### config.mk
export PLATFORM = sky130hd
export DESIGN_NAME = dve_run_ctrl
export DESIGN_NICKNAME = d
export VERILOG_FILES = /design/src/rtl/dve_pkg.sv /design/src/rtl/dve_delay_cnt.sv /design/src/rtl/dve_run_ctrl.sv
export SDC_FILE = /design/constraint.sdc
export NUM_CORES = 1
export LEC_CHECK = 0
export ABC_AREA = 1
export BUFFER_PORTS_ARGS = -buffer_cell sky130_fd_sc_hd__clkbuf_2
export CORE_ASPECT_RATIO = 1.25
export CORE_MARGIN = 5
export CORE_UTILIZATION = 30
export CTS_BUF_LIST = sky130_fd_sc_hd__clkbuf_16
export DETAILED_ROUTE_END_ITERATION = 8
export RECOVER_POWER = 50
export SLEW_MARGIN = 15
export SYNTH_ARGS = -nofsm -noshare
export SYNTH_HDL_FRONTEND = slang
export SYNTH_SLANG_ARGS = --single-unit
### constraint.sdc
create_clock -name clk -period 2.3 [get_ports clk]
set_clock_uncertainty 0.2 [all_clocks]
set_input_delay 0.345 -clock clk [delete_from_list [all_inputs] [get_ports clk]]
set_output_delay 0.345 -clock clk [all_outputs]
set_load 0.03 [all_outputs]
### src/rtl/dve_pkg.sv
// Shared definitions for the DVE run controller: FSM state encoding and
// default timing parameters.
package dve_pkg;

    typedef enum logic [2:0] {
        IDLE   = 3'd0,
        POR    = 3'd1,
        SETTLE = 3'd2,
        RUN    = 3'd3,
        STOP   = 3'd4
    } dve_state_t;

    localparam int DEF_RESET_CYCLES  = 16;
    localparam int DEF_SETTLE_CYCLES = 4;
    localparam int DEF_MAX_CYCLES    = 12000;
    localparam int DEF_CNT_W         = 32;

endpackage

### src/rtl/dve_delay_cnt.sv
// Loadable down-counter with a zero flag.
// The POR and SETTLE phases share one instance for their fixed-length timing.
module dve_delay_cnt #(
    parameter int W = 8
) (
    input  logic         clk,
    input  logic         reset,
    input  logic         load,
    input  logic [W-1:0] load_val,
    input  logic         dec,
    output logic         zero
);

    logic [W-1:0] count;

    // Load takes priority over decrement; the counter parks at zero.
    always_ff @(posedge clk) begin
        if (reset) begin
            count <= '0;
        end else if (load) begin
            count <= load_val;
        end else if (dec && (count != '0)) begin
            count <= count - W'(1);
        end
    end

    assign zero = (count == '0);

endmodule

### src/rtl/dve_run_ctrl.sv
// Run controller for a simulated core: sequences power-on reset, settle time,
// gated clock enable with pause, and ends a run on halt or cycle budget.
module dve_run_ctrl
    import dve_pkg::*;
#(
    parameter int RESET_CYCLES  = DEF_RESET_CYCLES,
    parameter int SETTLE_CYCLES = DEF_SETTLE_CYCLES,
    parameter int MAX_CYCLES    = DEF_MAX_CYCLES,
    parameter int CNT_W         = DEF_CNT_W
) (
    input  logic             clk,
    input  logic             reset,
    input  logic             start,
    input  logic             pause,
    input  logic             halt_req,
    output logic             core_por_n,
    output logic             core_clken,
    output logic [CNT_W-1:0] cycle_count,
    output logic [2:0]       state,
    output logic             done,
    output logic             timeout,
    output logic             finish_req
);

    localparam int DLY_MAX = (RESET_CYCLES > SETTLE_CYCLES) ? RESET_CYCLES : SETTLE_CYCLES;
    localparam int DLY_W   = (DLY_MAX > 1) ? $clog2(DLY_MAX) : 1;

    localparam logic [DLY_W-1:0] POR_LOAD    = DLY_W'(RESET_CYCLES - 1);
    localparam logic [DLY_W-1:0] SETTLE_LOAD = DLY_W'(SETTLE_CYCLES - 1);
    localparam logic [CNT_W-1:0] LAST_CYCLE  = CNT_W'(MAX_CYCLES - 1);

    dve_state_t       cur_state, nxt_state;
    logic             nxt_por_n, nxt_clken, nxt_done, nxt_timeout, nxt_finish;
    logic [CNT_W-1:0] nxt_count;
    logic             dly_load, dly_dec, dly_zero;
    logic [DLY_W-1:0] dly_val;

    dve_delay_cnt #(.W(DLY_W)) u_delay (
        .clk      (clk),
        .reset    (reset),
        .load     (dly_load),
        .load_val (dly_val),
        .dec      (dly_dec),
        .zero     (dly_zero)
    );

    always_ff @(posedge clk) begin
        if (reset) begin
            cur_state   <= IDLE;
            core_por_n  <= 1'b0;
            core_clken  <= 1'b0;
            cycle_count <= '0;
            done        <= 1'b0;
            timeout     <= 1'b0;
            finish_req  <= 1'b0;
        end else begin
            cur_state   <= nxt_state;
            core_por_n  <= nxt_por_n;
            core_clken  <= nxt_clken;
            cycle_count <= nxt_count;
            done        <= nxt_done;
            timeout     <= nxt_timeout;
            finish_req  <= nxt_finish;
        end
    end

    // Every output is computed one cycle ahead here and registered above.
    always_comb begin
        nxt_state   = cur_state;
        nxt_por_n   = core_por_n;
        nxt_clken   = 1'b0;
        nxt_count   = cycle_count;
        nxt_done    = 1'b0;
        nxt_timeout = timeout;
        nxt_finish  = finish_req;
        dly_load    = 1'b0;
        dly_val     = '0;
        dly_dec     = 1'b0;

        case (cur_state)
            IDLE, STOP: begin
                if (start) begin
                    nxt_state   = POR;
                    nxt_por_n   = 1'b0;
                    nxt_count   = '0;
                    nxt_timeout = 1'b0;
                    nxt_finish  = 1'b0;
                    dly_load    = 1'b1;
                    dly_val     = POR_LOAD;
                end
            end
            POR: begin
                if (dly_zero) begin
                    nxt_state = SETTLE;
                    nxt_por_n = 1'b1;
                    dly_load  = 1'b1;
                    dly_val   = SETTLE_LOAD;
                end else begin
                    dly_dec = 1'b1;
                end
            end
            SETTLE: begin
                if (dly_zero) begin
                    nxt_state = RUN;
                    nxt_clken = ~pause;
                end else begin
                    dly_dec = 1'b1;
                end
            end
            RUN: begin
                if (core_clken) begin
                    nxt_count = cycle_count + CNT_W'(1);
                end
                // Halt outranks budget exhaustion, so a simultaneous hit is not a timeout.
                if (halt_req) begin
                    nxt_state  = STOP;
                    nxt_done   = 1'b1;
                    nxt_finish = 1'b1;
                end else if (core_clken && (cycle_count == LAST_CYCLE)) begin
                    nxt_state   = STOP;
                    nxt_done    = 1'b1;
                    nxt_finish  = 1'b1;
                    nxt_timeout = 1'b1;
                end else begin
                    nxt_clken = ~pause;
                end
            end
            default: begin
                nxt_state = IDLE;
                nxt_por_n = 1'b0;
            end
        endcase
    end

    assign state = cur_state;

endmodule
Word-level counts from Yosys, hierarchy flattened
Index checks and enable logic that the tools add are counted.
{ "totals": {"ff_bits": 44, "output_inout_bits": 40} }
{ "classes": {"add_sub_neg": 2, "eq_ne": 12, "mux": 33, "bitwise_logic": 3, "n_reduce_logical": 16} }
{ "op_table": {"columns": ["cell", "n"], "rows": [
  ["$mux W32", 2],
  ["$pmux W32 S2", 1],
  ["$add A32 B1 Y32 const B", 1],
  ["$eq A32 B14 Y1 const B", 1],
  ["$mux W3", 5],
  ["$mux W1", 14],
  ["$mux W4", 3],
  ["$ne A2 B2 Y1 const B", 6],
  ["$pmux W3 S4", 1],
  ["$reduce_and A3 Y1", 3],
  ["$pmux W1 S2", 4],
  ["$pmux W4 S2", 1],
  ["$reduce_and A4 Y1", 2],
  ["$reduce_or A2 Y1", 4],
  ["$eq A3 B2 Y1 const B", 2],
  ["$logic_not A4 Y1", 1],
  ["$reduce_bool A2 Y1", 2],
  ["$reduce_bool A4 Y1", 1],
  ["$sub A4 B1 Y4 const B", 1],
  ["$eq A3 B1 Y1 const B", 1],
  ["$eq A3 B3 Y1 const B", 1],
  ["$logic_not A3 Y1", 1],
  ["$ne A3 B3 Y1 const B", 1],
  ["$not A1 Y1", 3],
  ["other kinds (3)", 4]
]} }

Longest topological paths before layout
Gate-level depths: netlist of run 1.
{ "logic_depth": {"word_depth": 6, "depth_mapped": 11} }

Cells and area by module
A second synthesis of run 1 with hierarchy kept.
{ "unflattened": {"cells_unflattened": 381, "hier_area_um2": 2446.1} }
{ "modules_own_cells": {"columns": ["module", "n_inst", "cells_each", "area_each_um2", "seq_area_each_um2"], "rows": [
  ["dve_run_ctrl", 1, 340, 2172.1, 800.8],
  ["dve_delay_cnt", 1, 41, 274.0, 80.1]
]} }

Least setup slack after synthesis of run 1
OpenSTA, ideal clock, no wires.
{ "synth_timing": {"kind": "reg-to-reg", "from": "register cycle_count[1]", "to": "register cycle_count[12]", "arrival_time_ns": 1.577, "t_required_ns": 1.981, "slack_ns": 0.403, "stages_incl_launch_ff": 9, "path_cell_list": "dfxtp_1 -> ha_1 -> nand2_1 -> nor2_1 -> nand3_2 -> nor2_8 -> nand2_1 -> o21ai_0 -> a21oi_1"} }
{ "synth_between": {"elab_chain_len": 3} }
{ "synth_lines": {"columns": ["item", "line_no", "text"], "rows": [
  ["start: declaration", "dve_run_ctrl.sv:18", "output logic [CNT_W-1:0] cycle_count,"],
  ["start signal: assignment", "dve_run_ctrl.sv:60", "cycle_count <= nxt_count;"],
  ["$add A32 B1 Y32", "dve_run_ctrl.sv:112", "nxt_count = cycle_count + CNT_W'(1);"],
  ["$mux W32", "dve_run_ctrl.sv:111", "if (core_clken) begin"],
  ["$pmux W32 S2", "dve_run_ctrl.sv:80", "case (cur_state)"]
]} }
Every way passes these cells. The select of a mux whose other input is x is not followed.
A chain may end at the register's enable or synchronous reset.

Final worst setup path of run 1
{ "layout_timing": {"from": "register cur_state[1] (netlist: state[1])", "to": "register cycle_count[24]"} }
{ "layout_between": {"elab_chain_len": 4} }
{ "layout_lines": {"columns": ["item", "line_no", "text"], "rows": [
  ["start: declaration", "dve_run_ctrl.sv:32", "dve_state_t cur_state, nxt_state;"],
  ["start signal: assignment", "dve_run_ctrl.sv:57", "cur_state <= nxt_state;"],
  ["$eq A3 B3 Y1 / $logic_not A3 Y1 (equally long branches)", "dve_run_ctrl.sv:80", null],
  ["$reduce_or A2 Y1", "dve_run_ctrl.sv:80", null],
  ["$ne A2 B2 Y1 (no line) / $reduce_bool A2 Y1 (equally long branches)", null, null],
  ["$reduce_and A3 Y1 (no line)", null, null]
]} }
Several ways; a longest one is shown, not always the timed one.

==> run_summary.xml, run 1 <==
<?xml version="1.0" encoding="UTF-8"?>
<metrics>
  <group name="worst_setup_path">
    <metric name="cp.required" unit="ns">2.28</metric>
    <metric name="cp_max_fo" unit="">13</metric>
    <metric name="crit_path_start_kind" unit="">flop</metric>
    <metric name="timing.reg2reg.setup_slack" unit="ns">0.37</metric>
    <metric name="cp-end-kind" unit="">flop</metric>
    <metric name="critical_path_arrival" unit="ns">1.92</metric>
    <metric name="path_class" unit="">flop to flop</metric>
  </group>
  <group name="floorplanning">
    <metric name="placement_rows" unit="">37</metric>
    <metric name="die_area" unit="um^2">10200</metric>
    <metric name="fp.dieW" unit="um">91.32</metric>
    <metric name="initial_utilization" unit="%">30.44</metric>
    <metric name="core_region_area" unit="um^2">8148</metric>
    <metric name="die-height" unit="um">111.7</metric>
    <metric name="ios" unit="">45</metric>
  </group>
  <group name="routing">
    <metric name="detailed_route_iter0_violations" unit="">119</metric>
    <metric name="remaining_drc_errors" unit="">0</metric>
    <metric name="detail_route.vias_per_cell" unit="">4.742</metric>
    <metric name="drt_first_pass_iters" unit="">4</metric>
    <metric name="avgRoutedWirePerCell" unit="um">12.64</metric>
    <metric name="postRouteWirelength" unit="mm">6.660</metric>
    <metric name="route.antenna.remaining_nets" unit="">0</metric>
    <metric name="via_count" unit="">2499</metric>
  </group>
  <group name="clock_tree">
    <metric name="clock_tree.htree_level_count" unit="">2</metric>
    <metric name="tritoncts" unit="">built</metric>
    <metric name="cts_resized" unit="">0</metric>
    <metric name="post-cts-setup-buffer-count" unit="">0</metric>
    <metric name="cts_sinks" unit="">44</metric>
    <metric name="hold_buffers" unit="">0</metric>
    <metric name="max-clock-path-buffers" unit="">2</metric>
    <metric name="clock_pin_slew_on_the_worst_setup_and_hold_paths" unit="ns">0.06</metric>
    <metric name="cts_root_buf" unit="">sky130_fd_sc_hd__clkbuf_16</metric>
    <metric name="clock_insertion_delay_at_the_later_pin_of_the_skew_report" unit="ns">0.28</metric>
    <metric name="cts_made_buffers" unit="">5</metric>
  </group>
  <group name="timing">
    <metric name="slew-limit-headroom" unit="%">73.11</metric>
    <metric name="finalMaxSlewViolations" unit="">0</metric>
    <metric name="setup_tns" unit="ns">0</metric>
    <metric name="fmaxAchievable" unit="MHz">516.9</metric>
    <metric name="final.period_utilization" unit="%">84.11</metric>
    <metric name="final_period_minus_worst_setup_slack" unit="ns">1.935</metric>
    <metric name="timing_hold_violations_final" unit="">0</metric>
    <metric name="worst-slew-pin-transition" unit="ns">0.4051</metric>
    <metric name="number_of_setup_violations_in_the_final_report" unit="">0</metric>
    <metric name="unrepaired_setup_endpoints_after_global_routing" unit="">false</metric>
  </group>
  <group name="logic_synthesis">
    <metric name="post_synth.cell_area_avg" unit="um^2">6.526</metric>
    <metric name="post-synth-top-count-cell" unit="">sky130_fd_sc_hd__nand2_1</metric>
    <metric name="synth_enable_flop_cells" unit="">0</metric>
    <metric name="ys_ff_latch" unit="">44</metric>
    <metric name="synthArstFlopShare" unit="%">0</metric>
    <metric name="netlist_instances" unit="">380</metric>
    <metric name="ys.flop_type" unit="">sky130_fd_sc_hd__dfxtp_1</metric>
    <metric name="synth_top_area_share" unit="%">35.52</metric>
    <metric name="sequential_cell_area_fraction_in_the_yosys_report" unit="%">35.52</metric>
    <metric name="synth_top_cells_by_area" unit="">sky130_fd_sc_hd__dfxtp_1 (36%), sky130_fd_sc_hd__nand2_1 (14%), sky130_fd_sc_hd__inv_1 (8.8%)</metric>
    <metric name="ys_top_cells_by_count" unit="">sky130_fd_sc_hd__nand2_1 (91), sky130_fd_sc_hd__inv_1 (58), sky130_fd_sc_hd__nor2_1 (57), sky130_fd_sc_hd__dfxtp_1 (44), sky130_fd_sc_hd__a21oi_1 (26)</metric>
    <metric name="synthesis.nets" unit="">387</metric>
    <metric name="post-synth-top-area-cell" unit="">sky130_fd_sc_hd__dfxtp_1</metric>
    <metric name="count_of_distinct_cell_types_in_the_synthesized_netlist" unit="">31</metric>
    <metric name="yosys_warnings" unit="">0</metric>
    <metric name="synthesis.area" unit="um^2">2480</metric>
  </group>
  <group name="power">
    <metric name="p_leak" unit="nW">1.267</metric>
    <metric name="vdd_drop_max" unit="mV">0.7090</metric>
    <metric name="power.density_cell_area" unit="nW/um^2">820.5</metric>
  </group>
  <group name="grt">
    <metric name="gr-usage-all-layers" unit="%">13.47</metric>
    <metric name="grt_overflow_total" unit="">0</metric>
    <metric name="first_global_vias" unit="">2454</metric>
    <metric name="grt_pass1_wl" unit="mm">11.34</metric>
    <metric name="grt_max_degree" unit="">16</metric>
    <metric name="antenna_violations_before_repair" unit="">0</metric>
  </group>
  <group name="placed_design">
    <metric name="number_of_buffers_inserted_by_port_buffering" unit="">44</metric>
    <metric name="dpl-instance-area" unit="um^2">2790</metric>
    <metric name="post-dp-hpwl" unit="mm">5.209</metric>
    <metric name="gp_routability_congestion" unit="">0.8936</metric>
  </group>
  <group name="final_layout">
    <metric name="insertedDiodeCount" unit="">0</metric>
    <metric name="seq_area" unit="um^2">880.8</metric>
    <metric name="final_util" unit="%">35.57</metric>
    <metric name="drive_gt1_share" unit="%">8.837</metric>
    <metric name="final_design_area_no_fill" unit="um^2">2898</metric>
    <metric name="syn_to_final_growth" unit="%">16.85</metric>
    <metric name="finalNetCount" unit="">436</metric>
    <metric name="layout.filler_cells" unit="">916</metric>
    <metric name="multiInputGateArea" unit="um^2">1316</metric>
  </group>
  <group name="min_path">
    <metric name="hold_path_class" unit="">primary input to flop</metric>
  </group>
  <group name="run">
    <metric name="maxCapViolCount" unit="">0</metric>
  </group>
  <group name="outcome">
    <metric name="run_status" unit="">completed</metric>
  </group>
</metrics>
-- power by group --
group          leakage, nW  switching, mW  internal (mW)
registers            0.356         0.0448          0.820
logic                0.826          0.500          0.208
clock network       0.0850          0.298          0.507
total                 1.27          0.843           1.54
-- through the flow --
| stage | instances | total power [mW] | setup slack, ns | hold slack, ns |
|---|---|---|---|---|
| 3_5_place_dp | 519 | 1.593 | 0.4650 | 0.2604 |
| 2_1_floorplan | 380 | 1.473 | 0.4034 | 0.2141 |
| 4_1_cts | 527 | 2.398 | 0.4190 | 0.1011 |
| 5_1_grt | 527 | 2.535 | 0.1150 | 0.1501 |
| 3_3_place_gp | 519 | 1.583 | 0.4462 | 0.2584 |
| 6_report | 527 | 2.378 | 0.3655 | 0.1073 |
-- worst max-delay path, cell delays in order (launching register included) --
cell and delay (ns):
sky130_fd_sc_hd__dfxtp_1 0.40, sky130_fd_sc_hd__inv_2 0.07, sky130_fd_sc_hd__nor2_1 0.23, sky130_fd_sc_hd__nand3_2 0.15, sky130_fd_sc_hd__nand2_4 0.20, sky130_fd_sc_hd__inv_2 0.11
sky130_fd_sc_hd__nor2_8 0.16, sky130_fd_sc_hd__nand4_1 0.14, sky130_fd_sc_hd__nor2_1 0.12, sky130_fd_sc_hd__nor2_1 0.05
-- cell type report --
class	count	share of cell area, %
inverters	63	8.161
well taps	97	4.188
flip-flops and latches	44	30.40
clock inverters	3	1.339
repair buffers	45	6.174
clock buffers	5	4.318
multi-input cells	270	45.42
-- flip-flops by register name, summed over array words and instances, names as in the netlist --
signal / cells
core_por_n: 1
timeout: 1
cycle_count: 32
finish_req: 1
u_delay.count: 4
done: 1
state: 3
core_clken: 1
-- cell usage in the layout (no fill, tap or decap), types with 6 or more instances in the layout --
| master | Yosys | layout |
|---|---|---|
| sky130_fd_sc_hd__nor3_1 | 11 | 11 |
| sky130_fd_sc_hd__nand2_1 | 91 | 91 |
| sky130_fd_sc_hd__nor2_1 | 57 | 58 |
| sky130_fd_sc_hd__o21ai_0 | 16 | 16 |
| sky130_fd_sc_hd__dfxtp_1 | 44 | 44 |
| sky130_fd_sc_hd__o21a_1 | 6 | 6 |
| sky130_fd_sc_hd__inv_1 | 58 | 59 |
| sky130_fd_sc_hd__nand4_1 | 6 | 6 |
| sky130_fd_sc_hd__a21oi_1 | 26 | 26 |
| sky130_fd_sc_hd__nand3_1 | 23 | 23 |
| sky130_fd_sc_hd__clkbuf_1 | 0 | 39 |
-- path summary, 6_finish.rpt --
path | cells past startpoint | from | end
setup reg to reg | 9 | state[1]$_SDFFE_PP0P_ | cycle_count[24]$_SDFFE_PP0P_
hold / removal | 4 | pause | core_clken$_SDFF_PP0_
setup / recovery | 9 | state[1]$_SDFFE_PP0P_ | cycle_count[24]$_SDFFE_PP0P_
hold reg to reg | 2 | finish_req$_SDFFE_PP0P_ | finish_req$_SDFFE_PP0P_
-- logic make-up after synthesis --
| group | share of synthesized area, % |
|---|---|
| xor+xnor | 0.7065 |
| fa+ha+maj | 1.009 |
| buf+inv | 11.10 |
| compound gates | 12.16 |
| simple gates | 39.51 |
| flops | 35.52 |
-- layer usage --
metal | global-route usage (%) | part of all wire (%) | routed length [um] | vias to the layer above
met5 | 0 | 0 | 0 | -
met4 | 6.164 | 2.9 | 195 | 0
met3 | 3.378 | 4.4 | 291 | 20
met2 | 22.33 | 49 | 3231 | 66
met1 | 16.25 | 44 | 2942 | 1107
li1 | - | - | - | 1306
Note: power is estimated with default switching activity, not from simulation.
==> inputs of run 2 (changes only) <==
- clock period: 2.3 -> 1.7 ns (I/O delays scaled with it)
==> run 2 against run 1 <==
Via count rose by 8.4%; sequential power up 38%; core utilization is 7.5 points higher; sequential cell count unchanged; largest power group is now combinational cells; highest routed layer unchanged.
==> run_summary.xml, run 2 (synthesis gave the netlist of run 1 again) <==
<?xml version="1.0" encoding="UTF-8"?>
<metrics>
  <group name="outcome">
    <metric name="run_status" unit="">completed</metric>
  </group>
  <group name="power">
    <metric name="finalPower" unit="mW">3.510</metric>
    <metric name="p_leak" unit="nW">1.651</metric>
    <metric name="power.sequential.fraction" unit="%">33.8</metric>
    <metric name="clock_power_share" unit="%">26.4</metric>
    <metric name="switchingPower" unit="mW">1.287</metric>
    <metric name="p_int" unit="mW">2.223</metric>
    <metric name="power_frac_comb" unit="%">39.8</metric>
    <metric name="power.density_cell_area" unit="nW/um^2">1001</metric>
    <metric name="vdd_drop_max" unit="mV">0.8082</metric>
    <metric name="power.share.switching" unit="%">36.67</metric>
  </group>
  <group name="placed_design">
    <metric name="placed_cells_incl_taps" unit="">560</metric>
    <metric name="number_of_buffers_inserted_by_port_buffering" unit="">44</metric>
    <metric name="gp_routability_congestion" unit="">0.9196</metric>
    <metric name="dpl-instance-area" unit="um^2">3113</metric>
    <metric name="post-dp-hpwl" unit="mm">5.568</metric>
  </group>
  <group name="min_path">
    <metric name="hold_path_class" unit="">primary input to flop</metric>
    <metric name="min_path_cells" unit="">4</metric>
    <metric name="min_from" unit="">pause</metric>
  </group>
  <group name="routing">
    <metric name="via_count" unit="">2710</metric>
    <metric name="detailed_route_iter0_violations" unit="">96</metric>
    <metric name="avgRoutedWirePerCell" unit="um">12.61</metric>
    <metric name="detail_route.vias_per_cell" unit="">4.729</metric>
    <metric name="drt_first_pass_iters" unit="">4</metric>
    <metric name="remaining_drc_errors" unit="">0</metric>
    <metric name="postRouteWirelength" unit="mm">7.223</metric>
    <metric name="route.antenna.remaining_nets" unit="">0</metric>
  </group>
  <group name="final_layout">
    <metric name="insertedDiodeCount" unit="">0</metric>
    <metric name="final_cell_mix" unit="">sky130_fd_sc_hd__nand2_1 (85), sky130_fd_sc_hd__inv_1 (56), sky130_fd_sc_hd__nor2_1 (45), sky130_fd_sc_hd__buf_4 (43), sky130_fd_sc_hd__clkbuf_2 (37)</metric>
    <metric name="final_common_cell" unit="">sky130_fd_sc_hd__nand2_1</metric>
    <metric name="largest_register_ffs" unit="">32</metric>
    <metric name="final_design_area_no_fill" unit="um^2">3507</metric>
    <metric name="finalNetCount" unit="">482</metric>
    <metric name="layout.filler_cells" unit="">854</metric>
    <metric name="drive_gt1_share" unit="%">34.87</metric>
    <metric name="multiInputGateArea" unit="um^2">1515</metric>
    <metric name="instances_no_fill" unit="">573</metric>
    <metric name="syn_to_final_growth" unit="%">41.42</metric>
    <metric name="registers.top_by_ff_count" unit="">cycle_count</metric>
    <metric name="seq_area" unit="um^2">917.1</metric>
  </group>
  <group name="grt">
    <metric name="grt_pass1_wl" unit="mm">11.96</metric>
    <metric name="gr-usage-all-layers" unit="%">14.12</metric>
    <metric name="first_global_vias" unit="">2627</metric>
    <metric name="antenna_violations_before_repair" unit="">0</metric>
    <metric name="grt_max_degree" unit="">14</metric>
    <metric name="grt_overflow_total" unit="">0</metric>
  </group>
  <group name="clock_tree">
    <metric name="clock_tree.htree_level_count" unit="">2</metric>
    <metric name="clock_pin_slew_on_the_worst_setup_and_hold_paths" unit="ns">0.06</metric>
    <metric name="cts_made_buffers" unit="">5</metric>
    <metric name="cts_sinks" unit="">44</metric>
    <metric name="clock_insertion_delay_at_the_later_pin_of_the_skew_report" unit="ns">0.29</metric>
    <metric name="cts_root_buf" unit="">sky130_fd_sc_hd__clkbuf_16</metric>
    <metric name="tritoncts" unit="">built</metric>
    <metric name="max-clock-path-buffers" unit="">2</metric>
  </group>
  <group name="worst_setup_path">
    <metric name="timing.reg2reg.setup_slack" unit="ns">0.05</metric>
    <metric name="crit-reg2reg-capture" unit="">cycle_count[24]$_SDFFE_PP0P_</metric>
    <metric name="r2r_start" unit="">cycle_count[0]$_SDFFE_PP0P_</metric>
    <metric name="cp-end-kind" unit="">flop</metric>
    <metric name="worst-r2r-cell-count" unit="">9</metric>
    <metric name="critical_path.endpoint" unit="">cycle_count[24]$_SDFFE_PP0P_</metric>
    <metric name="critical_path_arrival" unit="ns">1.68</metric>
    <metric name="cp_max_fo" unit="">8</metric>
    <metric name="cp.required" unit="ns">1.73</metric>
    <metric name="path_class" unit="">flop to flop</metric>
    <metric name="critical_path.startpoint" unit="">cycle_count[0]$_SDFFE_PP0P_</metric>
    <metric name="crit_path_start_kind" unit="">flop</metric>
  </group>
  <group name="timing">
    <metric name="final.period_utilization" unit="%">96.92</metric>
    <metric name="number_of_setup_violations_in_the_final_report" unit="">0</metric>
    <metric name="finalMaxSlewViolations" unit="">0</metric>
    <metric name="final_period_minus_worst_setup_slack" unit="ns">1.648</metric>
    <metric name="timing_hold_violations_final" unit="">0</metric>
    <metric name="fmaxAchievable" unit="MHz">606.9</metric>
    <metric name="unrepaired_setup_endpoints_after_global_routing" unit="">true</metric>
    <metric name="slew-limit-headroom" unit="%">74.39</metric>
    <metric name="worst-slew-pin-transition" unit="ns">0.3857</metric>
  </group>
  <group name="floorplanning">
    <metric name="die-height" unit="um">111.7</metric>
    <metric name="fp.dieW" unit="um">91.32</metric>
    <metric name="initial_utilization" unit="%">30.44</metric>
    <metric name="placement_rows" unit="">37</metric>
    <metric name="core_region_area" unit="um^2">8148</metric>
    <metric name="ios" unit="">45</metric>
    <metric name="die_area" unit="um^2">10200</metric>
  </group>
  <group name="run">
    <metric name="maxCapViolCount" unit="">0</metric>
  </group>
</metrics>
-- run 2: cell types whose count changed in the layout (fill, tap and decap cells not counted), sizes merged --
cell | before | now
buf | 1 | 46
inv | 64 | 65
bufinv | 1 | 0
nand2 | 97 | 98
-- run 2: area by class of cell --
class / instances / share of cell area, %
Clock inverter: 3 / 0.3211
Tap cell: 97 / 3.461
Clock buffer: 5 / 3.568
Timing Repair Buffer: 90 / 16.20
Multi-Input combinational cell: 271 / 43.20
Inverter: 63 / 7.100
Sequential cell: 44 / 26.15
-- run 2: per-stage QoR --
step	utilization (%)	hold WS (ns)	setup WS [ns]	setup TNS, ns
after floorplan	-	0.1144	0.0002627	0
after global placement	38.21	0.2515	-0.05245	-0.1649
after detailed placement	38.21	0.2726	-0.1126	-1.282
after CTS	41.08	0.01314	0.005391	0
after global routing	43.04	0.02947	-0.05915	-0.4017
final	43.04	0.02493	0.05232	0
-- run 2: routing by layer --
metal	part of all wire (%)	global-route usage, %	vias up
li1	-	-	1397
met1	40	15.45	1240
met2	53	25.89	63
met3	5.1	3.716	10
met4	1.9	4.990	0
met5	0	0	-
-- run 2: worst max-delay path, cell delays in order, from the launching register on --
cell	delay (ns)
sky130_fd_sc_hd__dfxtp_4	0.37
sky130_fd_sc_hd__ha_4	0.14
sky130_fd_sc_hd__nand2_2	0.08
sky130_fd_sc_hd__nor2_4	0.12
sky130_fd_sc_hd__nand3_4	0.12
sky130_fd_sc_hd__nor2_8	0.22
sky130_fd_sc_hd__nand4_1	0.14
sky130_fd_sc_hd__nand2_1	0.09
sky130_fd_sc_hd__nand2_1	0.04
sky130_fd_sc_hd__nor2_1	0.07
-- run 2: how the worst min path moves through the flow --
stage,end,slack [ns]
global placement,timeout$_SDFFE_PP0P_,0.25
CTS,core_clken$_SDFF_PP0_,0.01
finish,core_clken$_SDFF_PP0_,0.02
floorplan,cycle_count[1]$_SDFFE_PP0P_,0.11
detailed placement,cycle_count[3]$_SDFFE_PP0P_,0.27
global route,core_clken$_SDFF_PP0_,0.03
-- run 2: power by group through the flow --
stage	combinational [mW]	clock, mW	sequential, mW
after global placement	1.17	0	1.19
after floorplan	0.740	0	1.25
final	1.40	0.925	1.19
after CTS	1.25	0.962	1.17
after detailed placement	1.19	0	1.19
after global routing	1.55	0.992	1.20
-- run 2: what timing repair did --
item,CTS,global route
hold buffers,0,0
endpoints found under the hold margin,0,0
gates resized for setup,16,61
setup endpoints to repair,21,32
gates cloned,1,1
pin swaps,7,18
setup buffers,2,1
